--- config.mk ---
export PLATFORM = sky130hd
export DESIGN_NAME = io_bus_ctrl
export DESIGN_NICKNAME = d
export VERILOG_FILES = /design/src/rtl/io_bus_pkg.sv /design/src/rtl/io_bus_decode.sv /design/src/rtl/io_bus_ctrl.sv
export SDC_FILE = /design/constraint.sdc
export NUM_CORES = 1
export LEC_CHECK = 0
export CAP_MARGIN = 20
export CORE_MARGIN = 4
export CORE_UTILIZATION = 25
export CTS_CLUSTER_SIZE = 20
export DETAILED_ROUTE_END_ITERATION = 10
export PLACE_DENSITY = 0.52
export SLEW_MARGIN = 20
export SYNTH_ARGS = -nofsm -noshare
export SYNTH_HDL_FRONTEND = slang
export SYNTH_SLANG_ARGS = --single-unit
--- constraint.sdc ---
create_clock -name clk -period 7.3 [get_ports clk]
set_clock_uncertainty 0.2 [all_clocks]
set_input_delay 0.73 -clock clk [delete_from_list [all_inputs] [get_ports clk]]
set_output_delay 0.73 -clock clk [all_outputs]
set_load 0.05 [all_outputs]
--- src/rtl/io_bus_pkg.sv ---
`default_nettype none
// +----------------------------------------------------------------------+
// | Module   : io_bus_pkg                                                |
// | Purpose  : Shared types and constants for the io_bus_ctrl slice:     |
// |            FSM state encoding, bus widths, idle read value.          |
// | Revision : 1.0 - initial release                                     |
// +----------------------------------------------------------------------+
package io_bus_pkg;

  localparam int ADDR_W = 16;
  localparam int DATA_W = 8;

  // Value returned on writes, timeouts and out of reset
  localparam logic [DATA_W-1:0] IDLE_RDATA = 8'hFF;

  typedef enum logic [1:0] {
    IDLE    = 2'd0,
    STRETCH = 2'd1,
    WAITACK = 2'd2,
    DONE    = 2'd3
  } bus_state_t;

endpackage : io_bus_pkg
`default_nettype wire

--- src/rtl/io_bus_decode.sv ---
`default_nettype none
// +----------------------------------------------------------------------+
// | Module   : io_bus_decode                                             |
// | Purpose  : Combinational address decoder. Maps a CPU address onto    |
// |            {hit, slot index} for a window of NUM_SLOTS slots of      |
// |            2^SLOT_BITS bytes starting at BASE_ADDR.                  |
// | Revision : 1.0 - initial release                                     |
// +----------------------------------------------------------------------+
module io_bus_decode
  import io_bus_pkg::*;
#(
  parameter int                NUM_SLOTS = 8,
  parameter logic [ADDR_W-1:0] BASE_ADDR = 16'hE600,
  parameter int                SLOT_BITS = 5,
  parameter int                IDX_W     = 3
) (
  input  logic [ADDR_W-1:0] addr,
  output logic              hit,
  output logic [IDX_W-1:0]  slot_idx
);

  // One extra bit so a window ending exactly at 64K does not wrap
  typedef logic [ADDR_W:0] addr_ext_t;
  typedef logic [IDX_W-1:0] idx_t;

  localparam addr_ext_t WIN_BASE = addr_ext_t'(BASE_ADDR);
  localparam addr_ext_t WIN_END  = addr_ext_t'(BASE_ADDR) + addr_ext_t'(NUM_SLOTS << SLOT_BITS);

  assign hit      = ({1'b0, addr} >= WIN_BASE) && ({1'b0, addr} < WIN_END);
  // Window is aligned, so the offset's upper bits are the slot number
  assign slot_idx = idx_t'((addr - BASE_ADDR) >> SLOT_BITS);

endmodule : io_bus_decode
`default_nettype wire

--- src/rtl/io_bus_ctrl.sv ---
`default_nettype none
// +----------------------------------------------------------------------+
// | Module   : io_bus_ctrl                                               |
// | Purpose  : CPU-to-peripheral bus controller. Decodes a slot window,  |
// |            stretches each access by a per-target wait count,         |
// |            optionally waits for a per-slot ack with timeout, and     |
// |            returns registered read data with a one-cycle ready.      |
// | Options  : IO_BUS_ERR_LOG_EN adds err_addr/err_clr error logging.    |
// | Revision : 1.0 - initial release                                     |
// +----------------------------------------------------------------------+
module io_bus_ctrl
  import io_bus_pkg::*;
#(
  parameter int                   NUM_SLOTS   = 8,
  parameter logic [ADDR_W-1:0]    BASE_ADDR   = 16'hE600,
  parameter int                   SLOT_BITS   = 5,
  parameter logic [4*NUM_SLOTS-1:0] WAIT_STATES = {NUM_SLOTS{4'd0}},
  parameter logic [NUM_SLOTS-1:0] ACK_USE     = {NUM_SLOTS{1'b0}},
  parameter int                   MEM_WAIT    = 0,
  parameter logic [7:0]           TIMEOUT     = 8'd64
) (
  input  logic                          clk,
  input  logic                          rst,
  input  logic                          req,
  input  logic [ADDR_W-1:0]             addr,
  input  logic                          rw,
  input  logic [DATA_W-1:0]             wdata,
  output logic [DATA_W-1:0]             rdata,
  output logic                          ready,
  output logic                          bus_err,
  output logic [NUM_SLOTS-1:0]          slot_cs,
  output logic [SLOT_BITS-1:0]          slot_addr,
  output logic                          slot_rw,
  output logic [DATA_W-1:0]             slot_wdata,
  input  logic [DATA_W*NUM_SLOTS-1:0]   slot_rdata,
  input  logic [NUM_SLOTS-1:0]          slot_ack,
`ifdef IO_BUS_ERR_LOG_EN
  input  logic                          err_clr,
  output logic [ADDR_W-1:0]             err_addr,
`endif
  output logic                          mem_cs,
  input  logic [DATA_W-1:0]             mem_rdata
);

  localparam int IDX_W = (NUM_SLOTS > 1) ? $clog2(NUM_SLOTS) : 1;

  bus_state_t               state;
  logic [3:0]               cnt;
  logic [7:0]               tcnt;
  logic                     tgt_hit;
  logic [IDX_W-1:0]         tgt_idx;

  logic                     dec_hit;
  logic [IDX_W-1:0]         dec_idx;
  logic [3:0]               dec_wait;
  logic [NUM_SLOTS-1:0]     dec_onehot;
  logic [DATA_W-1:0]        tgt_rdata;
  logic                     tgt_ack;
  logic                     tgt_ack_use;

`ifdef IO_BUS_ERR_LOG_EN
  logic [ADDR_W-1:0]        acc_addr;
`endif

  io_bus_decode #(
    .NUM_SLOTS (NUM_SLOTS),
    .BASE_ADDR (BASE_ADDR),
    .SLOT_BITS (SLOT_BITS),
    .IDX_W     (IDX_W)
  ) u_decode (
    .addr     (addr),
    .hit      (dec_hit),
    .slot_idx (dec_idx)
  );

  // Per-request selections: wait count and chip-select pattern of the addressed target
  always_comb begin
    dec_wait   = dec_hit ? WAIT_STATES[{dec_idx, 2'b00} +: 4] : 4'(MEM_WAIT);
    dec_onehot = '0;
    if (dec_hit) dec_onehot[dec_idx] = 1'b1;
  end

  // Per-access selections driven from the latched target
  assign tgt_rdata   = tgt_hit ? slot_rdata[{tgt_idx, 3'b000} +: DATA_W] : mem_rdata;
  assign tgt_ack     = slot_ack[tgt_idx];
  assign tgt_ack_use = tgt_hit & ACK_USE[tgt_idx];

  // Access sequencer: latch request, stretch, optional ack wait, one-cycle ready
  always_ff @(posedge clk or posedge rst) begin
    if (rst) begin
      state      <= IDLE;
      cnt        <= '0;
      tcnt       <= '0;
      tgt_hit    <= 1'b0;
      tgt_idx    <= '0;
      slot_cs    <= '0;
      mem_cs     <= 1'b0;
      ready      <= 1'b0;
      bus_err    <= 1'b0;
      rdata      <= IDLE_RDATA;
      slot_addr  <= '0;
      slot_rw    <= 1'b0;
      slot_wdata <= '0;
`ifdef IO_BUS_ERR_LOG_EN
      acc_addr   <= '0;
      err_addr   <= '0;
`endif
    end else begin
`ifdef IO_BUS_ERR_LOG_EN
      // A clear in the same cycle as a new timeout is overridden further down
      if (err_clr) begin
        bus_err  <= 1'b0;
        err_addr <= '0;
      end
`endif
      case (state)
        IDLE: begin
          if (req) begin
            tgt_hit    <= dec_hit;
            tgt_idx    <= dec_idx;
            cnt        <= dec_wait;
            slot_addr  <= addr[SLOT_BITS-1:0];
            slot_rw    <= rw;
            slot_wdata <= wdata;
            slot_cs    <= dec_onehot;
            mem_cs     <= ~dec_hit;
`ifdef IO_BUS_ERR_LOG_EN
            acc_addr   <= addr;
`endif
            state      <= STRETCH;
          end
        end

        STRETCH: begin
          if (cnt == 4'd0) begin
            if (tgt_ack_use) begin
              tcnt  <= TIMEOUT;
              state <= WAITACK;
            end else begin
              rdata   <= slot_rw ? tgt_rdata : IDLE_RDATA;
              slot_cs <= '0;
              mem_cs  <= 1'b0;
              ready   <= 1'b1;
              state   <= DONE;
            end
          end else begin
            cnt <= cnt - 4'd1;
          end
        end

        WAITACK: begin
          // Ack is checked first so an ack on the final cycle still wins
          if (tgt_ack) begin
            rdata   <= slot_rw ? tgt_rdata : IDLE_RDATA;
            slot_cs <= '0;
            ready   <= 1'b1;
            state   <= DONE;
          end else if (tcnt == 8'd1) begin
            rdata   <= IDLE_RDATA;
            bus_err <= 1'b1;
`ifdef IO_BUS_ERR_LOG_EN
            if (!bus_err || err_clr) err_addr <= acc_addr;
`endif
            slot_cs <= '0;
            ready   <= 1'b1;
            state   <= DONE;
          end else begin
            tcnt <= tcnt - 8'd1;
          end
        end

        DONE: begin
          ready <= 1'b0;
          state <= IDLE;
        end

        default: state <= IDLE;
      endcase
    end
  end

endmodule : io_bus_ctrl
`default_nettype wire

==> impl_metrics.ini <==
[run_status]
status = finished clean

[clock_network]
cts_max_level = 2
post_cts_resized = 0
cts-root-buf = clkbuf_16
numCtsBuffers = 5
clk_path_buf_depth = 2
tritoncts = done
cts.sinks = 51
hold_buffers = 0
postCtsSetupRepairBufs = 0
clk_latency_ps = 290
clk_pin_slew_ps = 70

[setup_path]
crit_chain = buf_4 > mux2_2 > a222oi_1 > nand3_2 > and3_1 > mux2_4
cp.required_ps = 7280
rr_worst_depth = 6
regToRegSetupSlack_ps = 4110
slowest_delay_ps = 480
endpoint_kind = register
path_class = register to register
critPathSlowestCell = buf_4
cp-startpoint = tgt_idx[2]
r2r_start = tgt_idx[2]
worst_setup_path_start_kind = register
r2r-end = slot_cs[7]
path_max_fanout = 33
arrival_ps = 3170

[pwr]
seqPwrFrac_pct = 27.8
power.total_uw = 1795
p_leak_uw = 0.001935
p_int_uw = 987.7
p_clk_share_pct = 12.7
ir_drop_mv = 0.2525
p_switching_uw = 807.0
switching_share_pct = 44.97
comb_power_share_pct = 59.5
power_density_mw_per_mm2 = 383.1

[route]
drt_iter0_drc = 150
drtPass1Iterations = 4
route.vias.total = 2610
route.detailed.drc = 0
wirelength_um = 9507
vias_per_cell = 4.745
postRouteAntennaNets = 0
post_drt_wl_per_cell_um = 17.29

[floorplan]
start_util_pct = 25.94
core_mm2 = 0.01161
ioPinCount = 141
rows = 39
die_h_um = 117.8
dieArea_mm2 = 0.01387
fp.dieW_um = 117.8

[global_route]
grt_pass1_wl_um = 15170
antenna_found_initial = 0
overflow = 0
grt_max_degree = 52
grt_pass1_vias = 2744
track_usage_pct = 13.44

[sta]
rsz0062_at_grt = no
tightest_slew_ps = 898.0
fin_crit_ps = 3194
finalSetupViolations = 0
fmax_ghz = 0.3131
hold-worst-slack_ps = 269.9
maxSlewViolCount = 0
period_share_pct = 43.76
tns_ps = 0
hold_viol = 0
max-slew-margin-rel_pct = 39.99

[finish]
layout_commonest_cell = clkdlybuf4s50_1
final_cell_mix = clkdlybuf4s50_1, mux2i_1, dfrtp_1, mux2_2, nor2_1
drive_above_1_share_pct = 11.55
diodes = 0
finalInstanceArea_mm2 = 0.004684
syn_to_final_growth_pct = 55.48
nets = 522
fin_cells = 550

[place]
portBuffers = 140
dp_hpwl_um = 7586
place.gp.congestion = 0.7835
place_area_mm2 = 0.004543
dp.cells = 542

[logic_synthesis]
syn_avg_cell_area_um2 = 11.16
synthesis.area_mm2 = 0.003013
netlist_instances = 270
yosys_register_bits = 51
ys_warn_count = 0
syn_nets = 386
synth_edf_count = 0
synth_ff_type = dfrtp_1
ys_seq_area_share_pct = 42.69
yosys.cell_types.count = 42
synthArstFlopShare_pct = 100.0

[worst_hold_path]
min_to = tcnt[7]
hold_depth = 1
hold_path_class = register to register
hold_start = tcnt[7]

[run]
max_cap_viol_count = 0
metal layers:
layer	GRT usage [%]	share of wire, %	up-vias
met5	0	0	-
met4	2.198	0.69	0
met3	4.277	7.5	6
met2	22.28	46	106
met1	17.46	46	1231
li1	-	-	1267
registers in the layout, indices dropped and copies added, names as in the netlist:
name / flops
bus_err: 1
tgt_hit: 1
cnt: 4
mem_cs: 1
tcnt: 8
state: 2
tgt_idx: 3
slot_cs: 8
ready: 1
rdata: 8
slot_rw: 1
slot_wdata: 8
slot_addr: 5
synthesized netlist by cell type, drive strengths merged (5+ instances only):
master / n / share of area (%)
mux2i: 45 / 15
dfrtp: 43 / 36
mux2: 27 / 11
nor2: 17 / 2.1
inv: 11 / 1.4
nand2: 10 / 1.2
nor3: 9 / 1.5
o21ai: 9 / 1.5
a221oi: 8 / 2.3
a22o: 8 / 2.3
a2bb2oi: 8 / 2.3
dfstp: 8 / 7.0
ha: 8 / 3.3
buf: 7 / 1.5
nand3: 7 / 1.3
clkbuf: 6 / 0.75
xor2: 6 / 1.7
nor2b: 5 / 1.0
worst max-delay path: cells and delay by family (launching register included):
kind / cells / cell delay (ps)
and+or+nand+nor: 2 / 700
buffers and inverters: 1 / 480
muxes: 2 / 800
DFF: 1 / 420
AOI/OAI and AO/OA: 1 / 480
metrics by stage:
step	utilization [%]	setup slack, ps
global placement	39.12	3943
global route	40.34	3898
finish	40.34	4106
floorplan	-	4755
CTS	40.34	4061
detailed placement	39.12	3883
how the worst max path moves through the flow:
stage                       endpoint  cells past startpoint
after floorplan           slot_cs[0]                      6
after global placement    slot_cs[1]                      6
after detailed placement  slot_cs[3]                      6
after CTS                 slot_cs[5]                      6
after global routing      slot_cs[5]                      6
final                     slot_cs[7]                      6
kinds of logic (layout without fill, tap and decap cells):
logic type      after synthesis  count (layout)  share of synthesized area, %
fa+ha+maj                     8               8                         3.322
simple gates                 65              65                         11.46
mux                          72              72                         26.16
flops                        51              51                         42.69
xor+xnor                      7               7                         2.035
buf+inv                      24             161                         3.571
compound gates               43              43                         10.76
power groups by stage:
stage | clock network [uW] | registers (uW) | logic [uW]
floorplan | 0 | 733 | 523
global placement | 0 | 504 | 1070
detailed placement | 0 | 505 | 1080
CTS | 235 | 502 | 1080
global route | 244 | 517 | 1140
finish | 228 | 499 | 1070
layout make-up:
class	count	area (um^2)
tap	143	178.9
timing repair buffer	142	1416
fill	1150	6929
sequential	51	1287
clock buffer	6	128.9
inverter	11	41.29
clock inverter	2	12.51
multi-input combinational	195	1619
Power figures use the tool's default switching activity.
